[src/rtl/udiv16by8_seq_pkg.sv]
// Shared definitions for the sequential restoring divider: default width,
// FSM state encoding and the iteration-counter width helper.
package udiv16by8_seq_pkg;

  localparam int N_DEF = 8;

  typedef enum logic [1:0] {
    IDLE = 2'd0,
    RUN  = 2'd1,
    DONE = 2'd2
  } state_t;

  // Counter must index N iterations; keep at least one bit for degenerate N.
  function automatic int cnt_width(input int n);
    return (n > 1) ? $clog2(n) : 1;
  endfunction

endpackage

[src/rtl/udiv16by8_seq_if.sv]
// Start/done request bus between a requester (master) and the divider (slave).
// Operands are sampled on the accept edge; results and flags are held until the next accept.
interface udiv16by8_seq_if
  import udiv16by8_seq_pkg::*;
#(
  parameter int N = N_DEF
) ();

  logic           start;
  logic [2*N-1:0] dividend;
  logic [N-1:0]   divisor;
  logic           busy;
  logic           done;
  logic [N-1:0]   quotient;
  logic [N-1:0]   remainder;
  logic           dbz;
  logic           ovf;

  modport master (
    output start, dividend, divisor,
    input  busy, done, quotient, remainder, dbz, ovf
  );

  modport slave (
    input  start, dividend, divisor,
    output busy, done, quotient, remainder, dbz, ovf
  );

endinterface

[src/rtl/udiv16by8_seq_step.sv]
// One restoring-division iteration: shift the next dividend bit into the partial
// remainder and subtract the divisor when it fits. Purely combinational.
module udiv_step #(
  parameter int N = 8
) (
  input  logic [N-1:0] r,
  input  logic         bit_in,
  input  logic [N-1:0] divisor,
  output logic [N-1:0] r_next,
  output logic         qbit
);

  logic [N:0] trial;
  logic [N:0] diff;

  assign trial = {r, bit_in};
  assign diff  = trial - {1'b0, divisor};

  always_comb begin
    r_next = trial[N-1:0];
    qbit   = 1'b0;
    if (trial >= {1'b0, divisor}) begin
      r_next = diff[N-1:0];
      qbit   = 1'b1;
    end
  end

endmodule

[src/rtl/udiv16by8_seq.sv]
// Sequential 2N/N unsigned restoring divider, one quotient bit per clock (N cycles busy).
// Start is accepted in IDLE or DONE and ignored while RUN; error cases finish in one cycle.
module udiv16by8_seq
  import udiv16by8_seq_pkg::*;
#(
  parameter int N = N_DEF
) (
  input logic            clk,
  input logic            rst,
  udiv16by8_seq_if.slave bus
);

  localparam int CW = cnt_width(N);

  state_t        state;
  state_t        state_nxt;
  logic [N-1:0]  r_q;
  logic [N-1:0]  q_q;
  logic [N-1:0]  dvs_q;
  logic [N-1:0]  quo_q;
  logic [N-1:0]  rem_q;
  logic          dbz_q;
  logic          ovf_q;
  logic [CW-1:0] cnt;

  logic [N-1:0]  hi;
  logic [N-1:0]  lo;
  logic [N-1:0]  r_nxt;
  logic [N-1:0]  q_nxt;
  logic          qbit;
  logic          accept;
  logic          div_zero;
  logic          hi_ovf;
  logic          last;

  assign hi       = bus.dividend[2*N-1:N];
  assign lo       = bus.dividend[N-1:0];
  assign accept   = bus.start && (state != RUN);
  assign div_zero = (bus.divisor == '0);
  assign hi_ovf   = !div_zero && (hi >= bus.divisor);
  assign last     = (cnt == CW'(N - 1));
  assign q_nxt    = {q_q[N-2:0], qbit};

  udiv_step #(.N(N)) u_step (
    .r       (r_q),
    .bit_in  (q_q[N-1]),
    .divisor (dvs_q),
    .r_next  (r_nxt),
    .qbit    (qbit)
  );

  always_ff @(posedge clk) begin
    if (rst) begin
      state <= IDLE;
    end else begin
      state <= state_nxt;
    end
  end

  always_comb begin
    state_nxt = state;
    case (state)
      IDLE, DONE: begin
        state_nxt = IDLE;
        if (accept) begin
          state_nxt = (div_zero || hi_ovf) ? DONE : RUN;
        end
      end
      RUN:     state_nxt = last ? DONE : RUN;
      default: state_nxt = IDLE;
    endcase
  end

  always_comb begin
    bus.busy = (state == RUN);
    bus.done = (state == DONE);
  end

  always_ff @(posedge clk) begin
    if (rst) begin
      r_q   <= '0;
      q_q   <= '0;
      dvs_q <= '0;
      quo_q <= '0;
      rem_q <= '0;
      dbz_q <= 1'b0;
      ovf_q <= 1'b0;
      cnt   <= '0;
    end else if (accept) begin
      if (div_zero || hi_ovf) begin
        // Saturated result marks an unusable quotient; flags say why.
        quo_q <= '1;
        rem_q <= '1;
        dbz_q <= div_zero;
        ovf_q <= hi_ovf;
      end else begin
        dvs_q <= bus.divisor;
        r_q   <= hi;
        q_q   <= lo;
        cnt   <= '0;
        dbz_q <= 1'b0;
        ovf_q <= 1'b0;
      end
    end else if (state == RUN) begin
      r_q <= r_nxt;
      q_q <= q_nxt;
      cnt <= cnt + 1'b1;
      if (last) begin
        quo_q <= q_nxt;
        rem_q <= r_nxt;
      end
    end
  end

  assign bus.quotient  = quo_q;
  assign bus.remainder = rem_q;
  assign bus.dbz       = dbz_q;
  assign bus.ovf       = ovf_q;

endmodule

[src/flat_wrapper.sv]
// flat-port wrapper written by rule: the top's interface ports become plain ports
module udiv16by8_seq_flat import udiv16by8_seq_pkg::*;
#(
  parameter int N = N_DEF
)
  (clk, rst, bus_start, bus_dividend, bus_divisor, bus_busy, bus_done, bus_quotient, bus_remainder, bus_dbz, bus_ovf);
  udiv16by8_seq_if #(.N(N)) bus_i ();
  input logic clk;
  input logic rst;
  input wire logic [$bits(bus_i.start)-1:0] bus_start;
  input wire logic [$bits(bus_i.dividend)-1:0] bus_dividend;
  input wire logic [$bits(bus_i.divisor)-1:0] bus_divisor;
  output wire logic [$bits(bus_i.busy)-1:0] bus_busy;
  output wire logic [$bits(bus_i.done)-1:0] bus_done;
  output wire logic [$bits(bus_i.quotient)-1:0] bus_quotient;
  output wire logic [$bits(bus_i.remainder)-1:0] bus_remainder;
  output wire logic [$bits(bus_i.dbz)-1:0] bus_dbz;
  output wire logic [$bits(bus_i.ovf)-1:0] bus_ovf;
  assign bus_i.start = bus_start;
  assign bus_i.dividend = bus_dividend;
  assign bus_i.divisor = bus_divisor;
  assign bus_busy = bus_i.busy;
  assign bus_done = bus_i.done;
  assign bus_quotient = bus_i.quotient;
  assign bus_remainder = bus_i.remainder;
  assign bus_dbz = bus_i.dbz;
  assign bus_ovf = bus_i.ovf;
  udiv16by8_seq #(.N(N)) u_core (.clk(clk), .rst(rst), .bus(bus_i));
endmodule
[config.mk]
export PLATFORM = sky130hd
export DESIGN_NAME = udiv16by8_seq_flat
export DESIGN_NICKNAME = d
export VERILOG_FILES = /design/src/rtl/udiv16by8_seq_pkg.sv /design/src/rtl/udiv16by8_seq_if.sv /design/src/rtl/udiv16by8_seq_step.sv /design/src/rtl/udiv16by8_seq.sv /design/src/flat_wrapper.sv
export SDC_FILE = /design/constraint.sdc
export NUM_CORES = 1
export LEC_CHECK = 0
export BUFFER_PORTS_ARGS = -buffer_cell sky130_fd_sc_hd__buf_4
export CORE_MARGIN = 2
export CORE_UTILIZATION = 50
export CTS_CLUSTER_DIAMETER = 150
export DETAILED_ROUTE_END_ITERATION = 10
export PLACE_DENSITY = 0.85
export SLEW_MARGIN = 20
export SYNTH_ARGS = -nofsm -noshare
export SYNTH_HDL_FRONTEND = slang
export SYNTH_SLANG_ARGS = --single-unit
export TNS_END_PERCENT = 100
[constraint.sdc]
create_clock -name clk -period 3.3 [get_ports clk]
set_input_delay 0.33 -clock clk [delete_from_list [all_inputs] [get_ports clk]]
set_output_delay 0.33 -clock clk [all_outputs]
set_load 0.005 [all_outputs]
==> metrics list <==
- The number of global-route vias before repair is 2,242.
* Antenna violations before repair: 0
- In this run, distinct cell masters in the synthesized netlist total 56.
- At the worst endpoint, the required time is about 3.5 ns.
- Pin slew with the least headroom to its limit: approximately 0.65 ns
- CP Cell Sequence: nand2b_1 -> and2_1 -> nand2_1 -> o21ai_2 -> nor2_1 -> a311oi_1
- Flop and latch count out of synthesis: 47
- Hold Fails Final Rpt: 0
- Worst-case register-to-register setup slack: a little under 0.9 ns
* Pin count of the biggest net entering global routing: 35
- Clock insertion delay at the later pin of the skew report: approximately 0.30 ns
* F_max: 412 MHz
- Max-cap violations in this run came to 0.
- Buffers inserted to repair hold after CTS numbered 0.
* CTS sink count: 47
- Wire length of the first global-routing pass: between 10,000 and 15,000 um
* Clock tree from TritonCTS: built
* Die Ht: ~76 um
- Between clock sinks in the finished design, the worst skew comes to around 0.012 ns.
- Per-cell via count in the routed design: 5.85
- The top cell type by area accounts for between 30 and 40% of the synthesized area.
- Number of cells in the finished layout apart from fillers: 406
- Summed over all nets, the half-perimeter wirelength after detailed placement is around 4800 um.
* Largest fanout on the critical path: 19
* Number of buffer and inverter instances along the worst setup path: 0
- Class of the most critical setup path: flip-flop to flip-flop
- Termination of the worst setup path: u_core.q_q[3]
- Number of port buffers: 46
- The synthesized design spends more area on one cell type than any other, namely dfxtp_1.
- Data arrival at the endpoint of the critical path: 2.64 ns
- The critical path starts at u_core.state[1].
- Sequential-to-total area share from yosys stat: a little over a third
- Final number of max-transition violations: 0
- Drt first-iter violations: around 240
- Most used DFF post-synth: dfxtp_1
* Vias post-DR: ~2,400
* Leakage power figure: approximately 1.3 nW
- Post-Syn Area: 0.00260 mm2
* Total global-route track usage: 22.2%
- In the final routed layout, each cell accounts on average for 15.8 um.
- Number of instances in the synthesized netlist: approximately 300
- The region available for standard cell placement spans 0.00507 mm2.
- In the synthesized netlist the async set-or-reset flop fraction comes to 0%.
- Final estimated routing congestion in global placement: 0.897
- Total length of routed wires: ~6400 um
- Relative slew slack: about 57%
- Post-CTS sizing: 0
* Max clock buf depth: 2
- For this design, the slowest cell found on the critical path is and2_1.
- Worst hold-check path type: input pin to flip-flop
* Area added between synthesis and finish: 19.1%
- After floorplanning, the core was divided into 26 placement rows.
- Power spread over the standard cell area amounts to approximately 620 mW/mm2.
* I/O pin count: 47
* Element type at the critical path end: flip-flop
- Count of antenna-violating nets left after detailed routing: 0
* Starting density of the core: a little over 50%
- Area taken by multi-input logic gates: about 0.0015 mm2
* TritonRoute pass-1 iters: 6
- In this run the critical register-to-register path is launched from u_core.state[1].
- Horiz. Die Dim: roughly 76 um
- Antenna diode instance count: 0
- Total negative slack: 0 ns
- Post-Syn Area per Cell: 8.80 um2
* Hold Crit Start: bus_divisor[7]
* CTS buffer count: 5
* Number of synthesis warnings: 0
- Post-synthesis net count: roughly 340
- Delay of the slowest cell on the worst path: about 0.59 ns
* Crit path time final: 2.43 ns
- The tree is rooted in a clkbuf_8.
- Post-route clock period utilization: 73.6%
- Unrepaired setup endpoints after global routing: no
* Crit path depth: 6
* Top Family by Delay on Critical Path: simple AND/OR/NAND/NOR gates
* Number of endpoints failing setup at the final stage: 0
- STA classifies the critical path startpoint as a flip-flop.
* Register cell area after layout: 941 um2
- In this run, synthesis inferred 0 flip-flops with an integrated enable.
- The worst register-to-register path ends at u_core.q_q[3].
- After synthesis, the cell types taking the most area are dfxtp_1 36%, ha_1 8.6%, nor2_1 5.8%.
- Die ar.: around 0.0058 mm2
* Clock input transition at the sequential cells of the worst setup and hold paths: around 0.090 ns
* Remaining routing DRC violations: 0
* Number of levels in the clock H-tree: 2
- Register-to-Register Path Depth: 6
* Share of final-layout standard cells stronger than drive strength 1: a little under a quarter
- Placed Instances: 398
* Maximum vdd ir drop: 0.363 mV
- Fillers: 464
* Final net count: 381
- Number of buffers inserted by post-CTS setup repair: 0
- Status: finished clean
- Overall overflow remaining after global route: 0
[layer usage]
metal / vias up / wire [um] / share of wire, % / track usage (%)
met2: 76 / 3090 / 48 / 37.1
met3: 12 / 336 / 5.2 / 3.67
met1: 1123 / 2880 / 45 / 29.1
met5: - / 0 / 0 / 0
met4: 0 / 100 / 1.6 / 8.00
li1: 1165 / - / - / -
[worst min path at each step]
stage	slack, ns	end	cells past startpoint
3_3_place_gp	0.46	u_core.q_q[0]	2
3_5_place_dp	0.47	u_core.q_q[0]	2
5_1_grt	0.30	u_core.dvs_q[1]	3
4_1_cts	0.29	u_core.dvs_q[1]	3
2_1_floorplan	0.45	u_core.q_q[0]	2
6_report	0.29	u_core.dvs_q[7]	3
[power by group]
part / internal [W] / switching (W) / total (W)
logic: 0.000343 / 0.000453 / 0.000796
clock network: 0.000249 / 0.000195 / 0.000445
registers: 0.000639 / 0.0000571 / 0.000696
[worst min-delay path, stage by stage]
cell	delay [ns]
buf_4	0.09
mux2i_1	0.06
nor2_1	0.07
[cell families (layout without fill, tap and decap cells)]
family	after synthesis	in the layout	synth area share (%)
adder cells (fa/ha/maj)	19	19	9.42
XOR/XNOR	2	2	0.673
buffers and inverters	37	77	5.81
AO/OA/AOI/OAI	88	88	27.7
multiplexers	10	10	3.84
flip-flops	47	47	36.1
AND/OR/NAND/NOR	93	93	16.4
[synthesized netlist by cell type, types with 2 or more instances]
cell	n
dfxtp_1	47
nor2_1	40
inv_1	21
nand2_1	20
ha_1	18
a21oi_1	11
mux2i_1	10
nand3_1	10
o221a_2	10
clkbuf_1	9
a211oi_1	8
a311oi_1	7
o21ai_0	6
a31oi_1	5
o21a_1	5
a21o_1	4
a221oi_1	4
buf_2	4
nand2b_1	4
a22oi_1	3
nor3_1	3
o41ai_1	3
a21oi_2	2
a221oi_2	2
and2_1	2
buf_1	2
nor2b_1	2
nor4_1	2
o211ai_1	2
o21ai_1	2
or3_1	2
xor2_1	2
[layout by cell type, fill, tap and decap left out, types with 2 or more instances in the layout]
master,instances
a311oi_1,7
xor2_1,2
ha_1,18
a221oi_1,4
clkbuf_8,6
a211oi_1,8
dfxtp_1,47
nand2b_1,4
o21ai_0,6
o221a_2,10
buf_4,48
mux2i_1,10
o211ai_1,2
and2_1,2
a22oi_1,3
a21oi_2,2
o41ai_1,3
a221oi_2,2
nor2b_1,2
inv_1,21
o21ai_1,2
a31oi_1,5
nand2_1,20
or3_1,2
nor4_1,2
nor3_1,3
nor2_1,40
nand3_1,10
a21o_1,4
o21a_1,5
a21oi_1,11
[final cells by class]
type                    instances  share of cell area (%)
clock inverters                 2                    1.25
inverters                      21                    2.54
clock buffers                   6                    2.66
multi-input cells             212                    48.7
well taps                      70                    2.82
flip-flops and latches         47                    30.3
repair buffers                 48                    11.6
[through the flow]
step | total power, W | hold slack [ns] | setup slack, ns | utilization (%) | cell area [um2]
after global placement | 0.00146 | 0.464 | 0.900 | 58.7 | 2980
after detailed placement | 0.00149 | 0.474 | 0.770 | 58.7 | 2980
after global routing | 0.00206 | 0.295 | 0.608 | 61.1 | 3100
after CTS | 0.00193 | 0.289 | 0.837 | 61.1 | 3100
after floorplan | 0.00130 | 0.445 | 1.11 | - | 2600
final | 0.00194 | 0.287 | 0.872 | 61.1 | 3100
[state kept, by name, indices dropped and copies added, names as in the netlist]
name / count
u_core.bus.dbz: 1
u_core.bus.ovf: 1
u_core.bus.quotient: 8
u_core.bus.remainder: 8
u_core.cnt: 3
u_core.dvs_q: 8
u_core.q_q: 8
u_core.r_q: 8
u_core.state: 2
No activity file was read; power rests on OpenSTA's default activity.
